## src/rtl/eater_pkg.sv

```systemverilog
// Shared definitions for the 8-bit computer core.
// Holds the program-loader state encoding, the RAM geometry and the uio
// output-enable patterns used while programming and while running.
package eater_pkg;

   localparam int unsigned EATER_ADDR_W = 4;
   localparam int unsigned EATER_DATA_W = 8;

   localparam logic [7:0] UIO_OE_RUN  = 8'hFF;
   localparam logic [7:0] UIO_OE_PROG = 8'h00;

   typedef enum logic [2:0] {
      RUN,
      PROG_IDLE,
      PRESS_DB,
      WRITE,
      RELEASE_DB,
      EXIT
   } prog_state_t;

endpackage

```

## src/rtl/input_sync.sv

```systemverilog
// Multi-bit, multi-stage flop synchronizer for slow asynchronous inputs.
// Ports:
//   clk   - destination clock
//   rst_n - asynchronous active-low reset, clears every stage
//   d     - asynchronous input bundle
//   q     - synchronized bundle, STAGES cycles behind d
// Bits are synchronized independently, so callers must tolerate skew
// between bits of the bundle.
module input_sync #(
   parameter int unsigned WIDTH  = 1,
   parameter int unsigned STAGES = 2
) (
   input  logic             clk,
   input  logic             rst_n,
   input  logic [WIDTH-1:0] d,
   output logic [WIDTH-1:0] q
);

   logic [STAGES-1:0][WIDTH-1:0] sync_q;

   always_ff @(posedge clk or negedge rst_n) begin
      if (!rst_n) begin
         sync_q <= '0;
      end else begin
         sync_q <= {sync_q[STAGES-2:0], d};
      end
   end

   assign q = sync_q[STAGES-1];

endmodule

```

## src/rtl/prog_loader.sv

```systemverilog
// Front-panel program loader for the 8-bit computer core.
// Synchronizes the program-mode switch, address/data switches and write
// button, debounces the button and issues one handshaked RAM write per press.
// Halts the CPU while programming and pulses a CPU restart on exit.
// Ports:
//   clk, rst_n        - clock, asynchronous active-low reset
//   prog_mode_in      - async program-mode switch
//   addr_in, data_in  - async address / data switches
//   wr_btn_in         - async write push-button
//   ram_ready         - RAM accepts the write in a cycle with ram_we high
//   ram_we            - write request, held until accepted
//   ram_addr/wdata    - write address/data, stable while ram_we is high
//   cpu_halt          - high while in program mode (including the exit cycle)
//   cpu_reset_req     - one-cycle restart pulse on leaving program mode
//   uio_oe_ctrl       - uio direction: all inputs while programming
//   write_count       - writes completed this programming session, saturating
module prog_loader
   import eater_pkg::*;
#(
   parameter int unsigned SYNC_STAGES     = 2,
   parameter int unsigned DEBOUNCE_CYCLES = 1024,
   parameter int unsigned ADDR_W          = EATER_ADDR_W,
   parameter int unsigned DATA_W          = EATER_DATA_W
) (
   input  logic              clk,
   input  logic              rst_n,
   input  logic              prog_mode_in,
   input  logic [ADDR_W-1:0] addr_in,
   input  logic              wr_btn_in,
   input  logic [DATA_W-1:0] data_in,
   input  logic              ram_ready,
   output logic              ram_we,
   output logic [ADDR_W-1:0] ram_addr,
   output logic [DATA_W-1:0] ram_wdata,
   output logic              cpu_halt,
   output logic              cpu_reset_req,
   output logic [7:0]        uio_oe_ctrl,
   output logic [4:0]        write_count
);

   localparam int unsigned SYNC_W = 2 + ADDR_W + DATA_W;
   localparam int unsigned CNT_W  = $clog2(DEBOUNCE_CYCLES);
   localparam logic [CNT_W-1:0] CNT_MAX = CNT_W'(DEBOUNCE_CYCLES - 1);

   // Synchronized inputs
   logic              prog_mode_s;
   logic              wr_btn_s;
   logic [ADDR_W-1:0] addr_s;
   logic [DATA_W-1:0] data_s;

   // addr/data skew against the button is harmless: they are only sampled
   // after the button has been stable for a full debounce window.
   input_sync #(
      .WIDTH  (SYNC_W),
      .STAGES (SYNC_STAGES)
   ) u_input_sync (
      .clk   (clk),
      .rst_n (rst_n),
      .d     ({prog_mode_in, wr_btn_in, addr_in, data_in}),
      .q     ({prog_mode_s, wr_btn_s, addr_s, data_s})
   );

   prog_state_t       state_q, state_d;
   logic [CNT_W-1:0]  cnt_q, cnt_d;
   logic              we_q, we_d;
   logic [ADDR_W-1:0] addr_q, addr_d;
   logic [DATA_W-1:0] wdata_q, wdata_d;
   logic              halt_q, halt_d;
   logic              rst_req_q, rst_req_d;
   logic [7:0]        oe_q, oe_d;
   logic [4:0]        wcnt_q, wcnt_d;

   always_ff @(posedge clk or negedge rst_n) begin
      if (!rst_n) begin
         state_q   <= RUN;
         cnt_q     <= '0;
         we_q      <= 1'b0;
         addr_q    <= '0;
         wdata_q   <= '0;
         halt_q    <= 1'b0;
         rst_req_q <= 1'b0;
         oe_q      <= UIO_OE_RUN;
         wcnt_q    <= '0;
      end else begin
         state_q   <= state_d;
         cnt_q     <= cnt_d;
         we_q      <= we_d;
         addr_q    <= addr_d;
         wdata_q   <= wdata_d;
         halt_q    <= halt_d;
         rst_req_q <= rst_req_d;
         oe_q      <= oe_d;
         wcnt_q    <= wcnt_d;
      end
   end

   always_comb begin
      state_d   = state_q;
      cnt_d     = cnt_q;
      we_d      = we_q;
      addr_d    = addr_q;
      wdata_d   = wdata_q;
      halt_d    = halt_q;
      rst_req_d = 1'b0;
      oe_d      = oe_q;
      wcnt_d    = wcnt_q;

      unique case (state_q)
         RUN: begin
            if (prog_mode_s) begin
               state_d = PROG_IDLE;
               halt_d  = 1'b1;
               oe_d    = UIO_OE_PROG;
               wcnt_d  = '0;
            end
         end

         PROG_IDLE: begin
            if (!prog_mode_s) begin
               state_d   = EXIT;
               rst_req_d = 1'b1;
            end else if (wr_btn_s) begin
               state_d = PRESS_DB;
               cnt_d   = '0;
            end
         end

         PRESS_DB: begin
            if (!prog_mode_s) begin
               state_d   = EXIT;
               rst_req_d = 1'b1;
            end else if (!wr_btn_s) begin
               state_d = PROG_IDLE;
            end else if (cnt_q == CNT_MAX) begin
               state_d = WRITE;
               we_d    = 1'b1;
               addr_d  = addr_s;
               wdata_d = data_s;
            end else begin
               cnt_d = cnt_q + 1'b1;
            end
         end

         WRITE: begin
            // Leaving program mode waits for the in-flight write to land.
            if (we_q && ram_ready) begin
               we_d   = 1'b0;
               cnt_d  = '0;
               wcnt_d = (wcnt_q == 5'd31) ? wcnt_q : wcnt_q + 5'd1;
               if (!prog_mode_s) begin
                  state_d   = EXIT;
                  rst_req_d = 1'b1;
               end else begin
                  state_d = RELEASE_DB;
               end
            end
         end

         RELEASE_DB: begin
            if (!prog_mode_s) begin
               state_d   = EXIT;
               rst_req_d = 1'b1;
            end else if (wr_btn_s) begin
               cnt_d = '0;
            end else if (cnt_q == CNT_MAX) begin
               state_d = PROG_IDLE;
            end else begin
               cnt_d = cnt_q + 1'b1;
            end
         end

         EXIT: begin
            // Always one cycle, even if the switch is back on already.
            state_d = RUN;
            halt_d  = 1'b0;
            oe_d    = UIO_OE_RUN;
         end

         default: begin
            state_d = RUN;
         end
      endcase
   end

   assign ram_we        = we_q;
   assign ram_addr      = addr_q;
   assign ram_wdata     = wdata_q;
   assign cpu_halt      = halt_q;
   assign cpu_reset_req = rst_req_q;
   assign uio_oe_ctrl   = oe_q;
   assign write_count   = wcnt_q;

endmodule

```

## config.mk

```make
export PLATFORM = sky130hd
export DESIGN_NAME = prog_loader
export DESIGN_NICKNAME = d
export VERILOG_FILES = /design/src/rtl/eater_pkg.sv /design/src/rtl/input_sync.sv /design/src/rtl/prog_loader.sv
export SDC_FILE = /design/constraint.sdc
export NUM_CORES = 1
export LEC_CHECK = 0
export ABC_AREA = 1
export CORE_ASPECT_RATIO = 0.8
export CORE_MARGIN = 8
export CORE_UTILIZATION = 30
export CTS_BUF_LIST = sky130_fd_sc_hd__clkbuf_4 sky130_fd_sc_hd__clkbuf_8 sky130_fd_sc_hd__clkbuf_16
export CTS_CLUSTER_DIAMETER = 100
export CTS_CLUSTER_SIZE = 20
export DETAILED_ROUTE_END_ITERATION = 7
export SLEW_MARGIN = 25
export SYNTH_ARGS = -nofsm -noshare
export SYNTH_HDL_FRONTEND = slang
export SYNTH_SLANG_ARGS = --single-unit
export TNS_END_PERCENT = 20
```

## constraint.sdc

```tcl
create_clock -name clk -period 2.4 [get_ports clk]
set_clock_uncertainty 0.1 [all_clocks]
set_input_delay 0.48 -clock clk [delete_from_list [all_inputs] [get_ports clk]]
set_output_delay 0.48 -clock clk [all_outputs]
set_load 0.03 [all_outputs]
```

-- Word-level counts from Yosys, hierarchy flattened
Index checks and enable logic that the tools add are counted.
- output and inout bits: 28
- input port bits: 17
- flip-flop bits (word level): 69
- equal/unequal tests: 20
- muxes and demuxes: 37
- add/sub/neg operators: 2
- reductions and logical operators: 13
- operators with widths (kind ; number):
    10-bit 2-to-1 mux ; 8
    10-bit case mux with 4 select lines ; 1
    3-bit 2-to-1 mux ; 10
    8-bit case mux with 2 select lines ; 1
    5-bit 2-to-1 mux ; 3
    3-bit case mux with 5 select lines ; 1
    2-bit by 1-bit inequality test with 1-bit output (second input constant) ; 6
    10-bit by 1-bit adder with 10-bit output (second input constant) ; 1
    10-bit equality test (second input constant) ; 1
    5-bit case mux with 2 select lines ; 1
    3-bit inequality test (second input constant) ; 3
    1-bit 2-to-1 mux ; 8
    8-bit 2-to-1 mux ; 1
    4-bit AND reduction ; 2
    7-bit AND reduction ; 1
    3-bit by 2-bit equality test with 1-bit output (second input constant) ; 2
    3-bit equality test (second input constant) ; 2
    2-bit inequality test (second input constant) ; 3
    1-bit case mux with 2 select lines ; 3
    6-bit AND reduction ; 1
    2-bit nonzero test ; 3
    5-bit by 1-bit adder with 5-bit output (second input constant) ; 1
    5-bit equality test (second input constant) ; 1
    5-bit AND reduction ; 1
    7 further kinds ; 7

-- Longest topological paths before layout
- depth in word-level cells: 5
- mapped depth: 11
- mapped depth without buffers: 11

-- Hierarchy
From an unflattened synthesis, not the netlist that was laid out.
- cell total of the unflattened synthesis: 318
- area, all modules: 2807.7 sq um
- by module, submodules not included (module ; seq. area each (sq um) ; cells each ; area an instance (sq um) ; times used):
    prog_loader ; 852.1 ; 276 ; 2001.9 ; 1
    input_sync ; 700.7 ; 42 ; 805.8 ; 1

-- Worst setup path before layout
Ideal clock, no wire load.
- kind: reg2reg
- start point: register wcnt_q[0] (netlist: write_count[0])
- end point: register wcnt_q[0] (netlist: write_count[0])
- stages on the path, launching flop included: 10
- arrival: 1547 ps
- period minus slack after synthesis: 1766 ps
- setup slack: 634 ps
- required time: 2181 ps
- cells stage by stage: dfrtp_1 -> ha_1 -> nand2_1 -> nor2_1 -> ha_1 -> nand2_1 -> nand2_1 -> nor2_4 -> o21ai_1 -> o21a_1
- word-level cells in the longest chain between the ends: 4
- elaborated cells on any way between the ends: 7
- classes of those cells: add/sub: 1; eq/ne: 2; mux: 3; reduce/logical: 1
- ends and longest elaborated chain (item ; RTL line ; source):
    start: declaration ; prog_loader.sv:71 ; logic [4:0] wcnt_q, wcnt_d;
    start signal: assignment ; prog_loader.sv:93 ; wcnt_q <= wcnt_d;
    5-bit by 1-bit adder with 5-bit output ; prog_loader.sv:149 ; wcnt_d = (wcnt_q == 5'd31) ? wcnt_q : wcnt_q + 5'd1;
    5-bit 2-to-1 mux ; prog_loader.sv:149 ;
    5-bit 2-to-1 mux ; prog_loader.sv:146 ; if (we_q && ram_ready) begin
    5-bit case mux with 2 select lines ; prog_loader.sv:108 ; unique case (state_q)
Several ways; a longest one is shown, not always the timed one. The select of a mux whose other input is x is not followed.
A chain may end at the register's enable or synchronous reset.

==> impl_metrics.toml <==
[outcome]
outcome = "finished, final reports clean"

[die]
start_util_pct = 30.4
ios = 45
die_y_um = 101
die-area_sq_um = 12400
coreArea_sq_um = 8960
rows = 31
dieWidth_um = 123

[drt]
drt_pass1_iterations = 4
routedWlPerCell_um = 12.8
vias_per_cell = 4.47
vias = 2021
drt_iter0_drc = 66
drc_errors = 0
ant_nets = 0
wirelength_um = 5810

[finish]
layout_common_cells = "nand2_1, dfrtp_1, clkdlybuf4s50_1, o21ai_0, nand3_1"
fin_nets = 352
area_delta_synth_final_pct = 31.2
layout-drive-gt1-share_pct = 16.0
fin_cells = 452
final_common_cell = "nand2_1"
diodes = 0
fill_cells = 865

[sta]
rsz0062_at_grt = "false"
worst_slew_pin_slew_ps = 589
period_minus_slack_ps = 2190
fmax_mhz = 457
hold_violations = 0
relSlewSlack_pct = 60.7
drv_slew = 0
setup_viol = 0
worst_hold_slack_ps = 60.0
final.setup.tns_ps = 0
period_share_pct = 91.1

[place]
gp_congestion = 0.831
port_buffers = 44
dp_hpwl_um = 4180
dp_cells = 436

[power_and_ir_drop]
p_total_w = 0.00398
leakage_nw = 1.67
p_int_w = 0.00249
ir_drop_uv = 556
p_switching_w = 0.00148
swShare_pct = 37.3
p_per_area_nw_per_um2 = 1110
seq_power_share_pct = 32.5
combinationalPowerShare_pct = 34.7
clock_power_share_pct = 32.8

[synthesis]
synth_edf_count = 0
yosys_warnings = 0
synth_seq_cells = 62
avgSynthCellArea_sq_um = 9.57
ys_async_sr_fraction_pct = 100
synth_ff_type = "dfrtp_1"
synth_cell_type_count = 33
synth.net_count = 305
ys_seq_area_share_pct = 57.0
syn_area_sq_um = 2730
synthCells = 285

[worst_setup_path]
path_class = "register to primary output"
cp_max_fo = 9
cp.arrival_ps = 1610
required_ps = 1820
crit_buf_inv = 1
startpoint = "uio_oe_ctrl[6]"
crit_chain = "clkdlybuf4s50_1"
start_kind = "register"
critPathCaptureType = "primary output"
slowest_delay_ps = 690
slowest_stage = "clkdlybuf4s50_1"
r2r-start = "cnt_q[0]"
crit_family = "buffers and inverters"

[cts]
insertion_delay_ps = 320
numCtsBuffers = 9
ctsRootBufferMaster = "clkbuf_16"
cts_tree = "built"
path_clk_slew_ps = 50
h-tree-depth = 3
post_cts_buffers = 0
hold_buffers = 0
clockBufferDepth = 2
cts_resized = 0
cts.sink_count = 62

[grt]
gr-usage-met3_pct = 4.90
grt_use_met1_pct = 13.7
grt_busiest_layer = "met2"
track_usage_pct = 10.8
grt_overflow = 0
gr-usage-met2_pct = 16.1
grt_pass1_vias = 2213
antenna_found_initial = 0
grt_max_degree = 39
grt_pass1_wl_um = 10600

[run]
maxCapViolations = 0

[hold_path]
hold_class = "input pin to async pin"
Yosys cell counts (4+ instances only):
| cell | n | area share [%] |
|---|---|---|
| nand4_1 | 4 | 0.92 |
| dfrtp_1 | 61 | 56 |
| nor2_1 | 12 | 1.7 |
| inv_2 | 5 | 0.69 |
| nand2_2 | 4 | 0.92 |
| nand2_1 | 86 | 12 |
| o21ai_2 | 5 | 1.6 |
| inv_1 | 14 | 1.9 |
| nand3_2 | 4 | 1.5 |
| nand3_1 | 19 | 3.5 |
| o21ai_0 | 23 | 4.2 |
| buf_4 | 8 | 2.2 |
| nor3_1 | 4 | 0.73 |
| a21oi_1 | 4 | 0.73 |
cell families after synthesis:
kind of cell | after synthesis | synth area share, %
XOR/XNOR | 3 | 0.964
flip-flops | 62 | 57.0
adder cells (fa/ha/maj) | 3 | 1.38
buffers and inverters | 32 | 5.87
AO/OA/AOI/OAI | 38 | 7.94
AND/OR/NAND/NOR | 147 | 26.9
per-stage QoR:
step	setup WS [ps]	util, %	cell area, sq um
after detailed placement	376	36.5	3270
final	214	39.9	3580
after CTS	183	39.9	3580
after global placement	463	36.5	3270
after floorplan	634	-	2730
after global routing	99.0	39.9	3580
per-layer routing:
| layer | vias to the layer above | wire length, um |
|---|---|---|
| met5 | - | 0 |
| met2 | 59 | 2500 |
| met3 | 6 | 455 |
| li1 | 1013 | - |
| met1 | 943 | 2800 |
| met4 | 0 | 53 |
sequential cells by signal, indices dropped and copies added (netlist names), 3 cells and up:
signal	count
u_input_sync.q	14
ram_wdata	8
cnt_q	10
ram_addr	4
write_count	5
state_q	3
u_input_sync.sync_q	14
final timing paths:
path | cells after the start | endpoint | slack [ps]
worst max-delay path | 1 | uio_oe_ctrl[2] | 210
worst min-delay path | 1 | u_input_sync.sync_q[11] | 60
worst max register to register | 7 | ram_wdata[6] | 370
worst min register to register | 0 | u_input_sync.q[5] | 250
max in group asynchronous | 2 | u_input_sync.sync_q[13] | 1540
min in group clk | 0 | u_input_sync.q[5] | 250
power groups by stage:
| stage | logic [W] | registers (W) | clock network, W |
|---|---|---|---|
| final | 0.00138 | 0.00129 | 0.00130 |
| after global routing | 0.00153 | 0.00132 | 0.00140 |
| after CTS | 0.00139 | 0.00129 | 0.00134 |
| after detailed placement | 0.00138 | 0.00131 | 0 |
| after global placement | 0.00137 | 0.00130 | 0 |
| after floorplan | 0.000958 | 0.00138 | 0 |
cell type report:
| cell class | count | area [sq um] | share of cell area (%) |
|---|---|---|---|
| multi-input cells | 191 | 1010 | 28.3 |
| clock inverters | 6 | 70.1 | 1.96 |
| repair buffers | 47 | 470 | 13.2 |
| well taps | 115 | 144 | 4.02 |
| clock buffers | 10 | 239 | 6.68 |
| flip-flops and latches | 62 | 1550 | 43.4 |
| inverters | 21 | 87.6 | 2.45 |
Note: power is estimated with default switching activity, not from simulation.
